$ cat src/rtl/mult_sequencer.sv
// Multi-cycle radix-2 shift-add multiplier with HI/LO result registers.
// The sign is handled outside the loop: multiply the magnitudes, negate the product at the end.
module mult_sequencer #(
   parameter int unsigned WIDTH = 32
) (
   input  logic             clk,
   input  logic             rst_n,
   input  logic             start_mult,
   input  logic             mult_sign,
   input  logic [WIDTH-1:0] operand_a,
   input  logic [WIDTH-1:0] operand_b,
   input  logic             mfhi_req,
   input  logic             mflo_req,
   output logic [WIDTH-1:0] hi_out,
   output logic [WIDTH-1:0] lo_out,
   output logic             busy,
   output logic             done,
   output logic             stall
);

   localparam int unsigned CW = $clog2(WIDTH) + 1;
   localparam int unsigned PW = 2 * WIDTH;

   typedef enum logic [1:0] {
      IDLE = 2'd0,
      RUN  = 2'd1,
      FIX  = 2'd2
   } state_t;

   state_t           state;
   state_t           state_nxt;
   logic             load;
   logic             step;
   logic             fix;
   logic             neg;
   logic [WIDTH-1:0] mag_a;
   logic [WIDTH-1:0] mag_b;
   logic [PW-1:0]    acc;
   logic [PW-1:0]    partial;
   logic [CW-1:0]    count;
   logic             last;

   assign last    = (count == CW'(WIDTH - 1));
   assign partial = PW'(mag_a) << count;

   // State register
   always_ff @(posedge clk or negedge rst_n) begin
      if (!rst_n) begin
         state <= IDLE;
      end else begin
         state <= state_nxt;
      end
   end

   // Next-state logic
   always_comb begin
      state_nxt = state;
      case (state)
         IDLE:    if (start_mult) state_nxt = RUN;
         RUN:     if (last)       state_nxt = FIX;
         FIX:                     state_nxt = IDLE;
         default:                 state_nxt = IDLE;
      endcase
   end

   // Datapath controls decoded from state
   always_comb begin
      load = 1'b0;
      step = 1'b0;
      fix  = 1'b0;
      case (state)
         IDLE:    load = start_mult;
         RUN:     step = 1'b1;
         FIX:     fix  = 1'b1;
         default: ;
      endcase
   end

   // While busy, every dependent request is held; start wins in IDLE so stall stays low there.
   assign busy  = (state != IDLE);
   assign stall = busy & (start_mult | mfhi_req | mflo_req);

   // Operand capture, shift-add iteration and sign fix-up into HI/LO
   always_ff @(posedge clk or negedge rst_n) begin
      if (!rst_n) begin
         neg    <= 1'b0;
         mag_a  <= '0;
         mag_b  <= '0;
         acc    <= '0;
         count  <= '0;
         hi_out <= '0;
         lo_out <= '0;
         done   <= 1'b0;
      end else begin
         done <= fix;
         if (load) begin
            neg   <= mult_sign & (operand_a[WIDTH-1] ^ operand_b[WIDTH-1]);
            mag_a <= (mult_sign && operand_a[WIDTH-1]) ? -operand_a : operand_a;
            mag_b <= (mult_sign && operand_b[WIDTH-1]) ? -operand_b : operand_b;
            acc   <= '0;
            count <= '0;
         end
         if (step) begin
            if (mag_b[0]) acc <= acc + partial;
            mag_b <= mag_b >> 1;
            count <= count + CW'(1);
         end
         if (fix) begin
            {hi_out, lo_out} <= neg ? -acc : acc;
         end
      end
   end

endmodule

$ cat config.mk
export PLATFORM = sky130hd
export DESIGN_NAME = mult_sequencer
export DESIGN_NICKNAME = d
export VERILOG_FILES = /design/src/rtl/mult_sequencer.sv
export SDC_FILE = /design/constraint.sdc
export NUM_CORES = 1
export LEC_CHECK = 0
export CORE_ASPECT_RATIO = 0.8
export CORE_UTILIZATION = 47
export CTS_CLUSTER_DIAMETER = 80
export DETAILED_ROUTE_END_ITERATION = 8
export PLACE_DENSITY = 0.64
export SLEW_MARGIN = 20
export SYNTH_ARGS = -nofsm -noshare
export SYNTH_HDL_FRONTEND = slang
export SYNTH_SLANG_ARGS = --single-unit
$ cat constraint.sdc
create_clock -name clk -period 6.4 [get_ports clk]
set_input_delay 1.92 -clock clk [delete_from_list [all_inputs] [get_ports clk]]
set_output_delay 1.92 -clock clk [all_outputs]
set_load 0.05 [all_outputs]
# --- Word level (Yosys, flattened, before mapping) ---
# Cells that the tools add are included.
word_totals:
  latch_bits: 0
  elab_cells: 47
  output_inout_bits: 67
  romBits: 0
  regBits: 202
  mem_count: 0
  ramBits: 0
op_classes:
  n_mul: 0
  reduce_logical: 6
  bitwise_logic: 5
  n_lt_le_gt_ge: 0
  eq_ne: 5
  addsub: 5
  n_mux: 16
  shifts: 1
  n_div: 0
op_table:
  columns: ["cell", "n"]
  rows:
  - ["64-bit 2-to-1 mux", 4]
  - ["32-bit 2-to-1 mux", 4]
  - ["64-bit adder", 1]
  - ["32-bit negation", 2]
  - ["64-bit negation", 1]
  - ["32-bit by 6-bit left shift with 64-bit output", 1]
  - ["6-bit 2-to-1 mux", 2]
  - ["6-bit by 1-bit adder with 6-bit output (second input constant)", 1]
  - ["6-bit by 5-bit equality test with 1-bit output (second input constant)", 1]
  - ["2-bit 2-to-1 mux", 2]
  - ["2-bit inequality test (second input constant)", 2]
  - ["2-bit one-hot mux with 2 select lines", 1]
  - ["2-bit nonzero test", 2]
  - ["1-bit 2-to-1 mux", 3]
  - ["1-bit bitwise AND", 2]
  - ["2-bit by 1-bit equality test with 1-bit output (second input constant)", 1]
  - ["2-bit equality test (second input constant)", 1]
  - ["1-bit logical AND", 2]
  - ["2-bit zero test", 1]
  - ["1-bit bitwise OR", 2]
  - ["2-bit AND reduction", 1]
  - ["1-bit bitwise XOR", 1]

# --- Longest topological paths before layout ---
depth:
  word_depth: 5
  depth_mapped: 24
  ltp_nobuf: 20

# --- Worst setup path before layout ---
# OpenSTA, ideal clock, no wires.
synth_timing:
  kind: "register to register"
  start: "reg count[0]"
  end: "reg acc[47]"
  t_arrival_ns: 4.935
  t_required_ns: 6.317
  period_less_slack_ns: 5.017
  setup_time_ns: 0.083
  path_stages_with_launch: 22
  n_path_buf: 5
  path_slack_ns: 1.383
  cell_sequence: "dfrtp_1 -> clkbuf_1 -> buf_2 -> clkbuf_1 -> buf_2 -> mux2i_1 -> a21oi_1 -> mux2_2 -> o21ai_0 -> mux2i_1 -> and2_1 -> ha_1 -> clkbuf_1 -> a21oi_1 -> o21a_1 -> nor3b_1 -> a21boi_0 -> o21ai_0 -> a2111oi_0 -> o21ai_0 -> xnor2_1 -> o21ai_0"
synth_between:
  elab_chain_cells: 4
synth_rtl:
  columns: ["element", "line_no", "rtl"]
  rows:
  - ["start: declaration", "40", "logic [CW-1:0] count;"]
  - ["start signal: assignment", "106", "count <= count + CW'(1);"]
  - ["32-bit by 6-bit left shift with 64-bit output", "44", "assign partial = PW'(mag_a) << count;"]
  - ["64-bit adder", "104", "if (mag_b[0]) acc <= acc + partial;"]
  - ["64-bit 2-to-1 mux", "104", null]
  - ["64-bit 2-to-1 mux", "103", "if (step) begin"]
  - ["end signal: assignment", "104", null]
  - ["end: declaration", "38", "logic [PW-1:0] acc;"]
# No other way between the ends.
# A chain may end at the register's enable or synchronous reset.

# --- Worst setup path after layout ---
# Same ends and word-level chain as after synthesis.

==> reports/results.ini <==
[power_and_ir_drop]
seq_power_share=0.224
irDropWorstVdd_v=0.000251
power.internal_mw=4.73
switching_share=0.515
cellPowerDensity_nw_per_um2=534
p_comb_frac=0.647
pwr-share-clk=0.128
leakage_nw=7.69
netSwitchingPower_mw=5.02

[clock_network]
htreeDepth=1
postCtsResizedCells=0
cts.sinks=202
numCtsBuffers=23
cts-root-buf=clkbuf_16
ctsHoldBuffers=0
clk_path_buf_depth=3
clk_latency_ns=0.53
postCtsSetupRepairBufs=0
clk_pin_slew_ns=0.06
cts_tree=yes

[drt]
wl_per_cell_microns=19.7
dr.first_iter.drc_count=1336
vias=14900
drcViolationCount=0
drtAntennaViolNets=0
finalWirelength_microns=48800
post_drt_via_cell_ratio=6.01
dr.pass1.iters=5

[hold_path]
hold_class=register to register
hold_path_depth=2
min_to=lo_out[3]$_DFFE_PN0P_
min-delay-start=lo_out[3]$_DFFE_PN0P_

[grt]
antenna_found_initial=1
gr-total-overflow=0
grt_pass1_vias=13900
grt_pass1_wl_microns=78500
track_usage=0.283
grt_start_max_net_pins=104

[timing]
drv_slew=0
fin_tns_setup_ns=0
period_share=0.946
tightestPinTransition_ns=0.989
finClkSkew_ns=0.0133
setup_viol=0
relSlewSlack=0.341
fin_crit_ns=6.05
hold_viol=0
fmax_mhz=165
rsz0062_at_grt=no

[setup_path]
path_cells=mux2i_1 > a21oi_1 > mux2i_1 > mux2_2 > o21ai_0 > and2_1 > ha_1 > a21oi_1 > o21a_1 > o2bb2ai_1 > nor3b_1 > a21boi_0 > o21ai_0 > a2111oi_0 > buf_4 > o21ai_0 > xnor2_1 > o21ai_0
r2r_slack_ns=0.35
path_class=register to register
crit_path_end_kind=register
rr_endpoint=acc[47]$_DFF_PN0_
start_kind=register
cp_slowest_cell=dfrtp_2
arrival_ns=6.44
required_ns=6.78
cpPeakStageDelay_ns=0.89
reg2regPathDepth=18
cpMostUsedCell=o21ai_0
crit_path_max_fanout=33
r2r_start=count[0]$_DFFE_PN0P_

[die]
start_util=0.484
pin_count=137
core_sq_um=32900
std_cell_rows=59
fp.dieArea_sq_um=34700
dieHeight_microns=167
die_width_microns=208

[logic_synthesis]
synth.largest_area_cell=dfrtp_1
synth_edf_count=0
postSynth.asyncResetShare=1.00
yosys_most_used_dff=dfrtp_1
synth_seq_cells=202
yosysWarnings=0
synth.distinct_cells=73
avgSynthCellArea_sq_um=8.05
synth_cells=1979
synth_fp_nets=2117
synth.area.top_cells=dfrtp_1 (32%), o21ai_0 (9.4%), nand2_1 (7.5%)
ys_seq_area_frac=0.317
syn_area_sq_um=15900
synthDominantCellAreaShare=0.317

[placement]
dp_hpwl_microns=37700
gp_congestion=1.04
portBuffers=136
placed_area_sq_um=17600

[finish]
final_core_util=0.554
nets=2173
layout_common_cells=nand2_1 (316), o21ai_0 (299), dfrtp_1 (199)
area_growth_pct=14.4
multi_input_area_sq_um=10300
nFillCells=3141
final_common_cell=nand2_1
diodes=0
seq_area_sq_um=5060
fin_area_sq_um=18200
drive_above_1_share=0.0606

[status]
status=completed

[job]
cap_violations=0

==> worst max-delay path: cells and delay by family, from the launching register on <==
family	cells	cell delay (ns)
XOR/XNOR	1	0.14
multiplexers	3	0.70
AND/OR/NAND/NOR	2	0.43
adder cells (fa/ha/maj)	1	0.31
AO/OA/AOI/OAI	10	3.19
flip-flops	1	0.89
buffers and inverters	1	0.21
==> per-layer routing <==
metal / vias to the layer above / global-route usage / share of wire
met5: - / 0.0179 / 0.0017
met4: 2 / 0.0570 / 0.019
met3: 59 / 0.0543 / 0.068
met2: 463 / 0.401 / 0.41
met1: 7113 / 0.438 / 0.50
li1: 7239 / - / -
==> synthesized netlist by cell type, types with 16 or more instances <==
master and number:
o22ai_1 19, a21o_1 36, nor3_1 25, o21ai_0 299, xor2_1 107, mux2i_1 47
nor2_1 121, xnor2_1 68, a22oi_1 30, a21oi_1 110, inv_1 29, nand4_1 25
nand2b_1 20, nand3_1 33, clkbuf_1 116, ha_1 67, o31ai_1 33, dfrtp_1 202
and2_1 23, mux2_2 26, nor2b_1 16, nand2_1 317
==> cell families (layout without fill, tap and decap cells) <==
logic type / Yosys count / after routing / share of synthesized area
compound gates: 638 / 638 / 0.240
xor+xnor: 175 / 175 / 0.0962
fa+ha+maj: 68 / 68 / 0.0539
buf+inv: 155 / 223 / 0.0367
flops: 202 / 202 / 0.317
mux: 86 / 86 / 0.0663
simple gates: 655 / 655 / 0.190
==> flip-flops by register name, summed over array words and instances (netlist names) <==
| signal | flops |
|---|---|
| mag_a | 32 |
| mag_b | 32 |
| hi_out | 32 |
| neg | 1 |
| done | 1 |
| count | 6 |
| acc | 64 |
| state | 2 |
| lo_out | 32 |
==> how the worst max path moves through the flow <==
stage,startpoint,endpoint,depth (start not counted)
after global routing,count[0]$_DFFE_PN0P_,acc[47]$_DFF_PN0_,18
after floorplan,count[0]$_DFFE_PN0P_,acc[47]$_DFF_PN0_,21
after CTS,count[0]$_DFFE_PN0P_,acc[47]$_DFF_PN0_,18
after detailed placement,count[0]$_DFFE_PN0P_,acc[47]$_DFF_PN0_,18
final,count[0]$_DFFE_PN0P_,acc[47]$_DFF_PN0_,18
after global placement,count[0]$_DFFE_PN0P_,acc[47]$_DFF_PN0_,18
==> metrics by stage <==
step,hold slack (ns),std cells,setup slack (ns),power (mW)
floorplan,0.460,1979,1.38,6.55
global placement,0.460,2437,0.598,8.35
CTS,0.482,2474,0.600,9.64
global route,0.495,2474,0.0781,10.5
finish,0.473,2474,0.346,9.74
detailed placement,0.469,2437,0.676,8.34
==> cell type report <==
type | instances | area share
Timing Repair Buffer | 156 | 0.0838
Clock buffer | 33 | 0.0364
Multi-Input combinational cell | 1622 | 0.566
Tap cell | 427 | 0.0293
Inverter | 30 | 0.00617
Sequential cell | 202 | 0.277
Clock inverter | 4 | 0.00130
==> power by group through the flow <==
stage | clock, mW | sequential (mW) | combinational [mW]
floorplan | 0 | 1.92 | 4.62
global placement | 0 | 2.19 | 6.16
detailed placement | 0 | 2.20 | 6.14
CTS | 1.28 | 2.18 | 6.18
global route | 1.32 | 2.25 | 6.92
finish | 1.25 | 2.18 | 6.31
(Power assumes the default switching activity.)
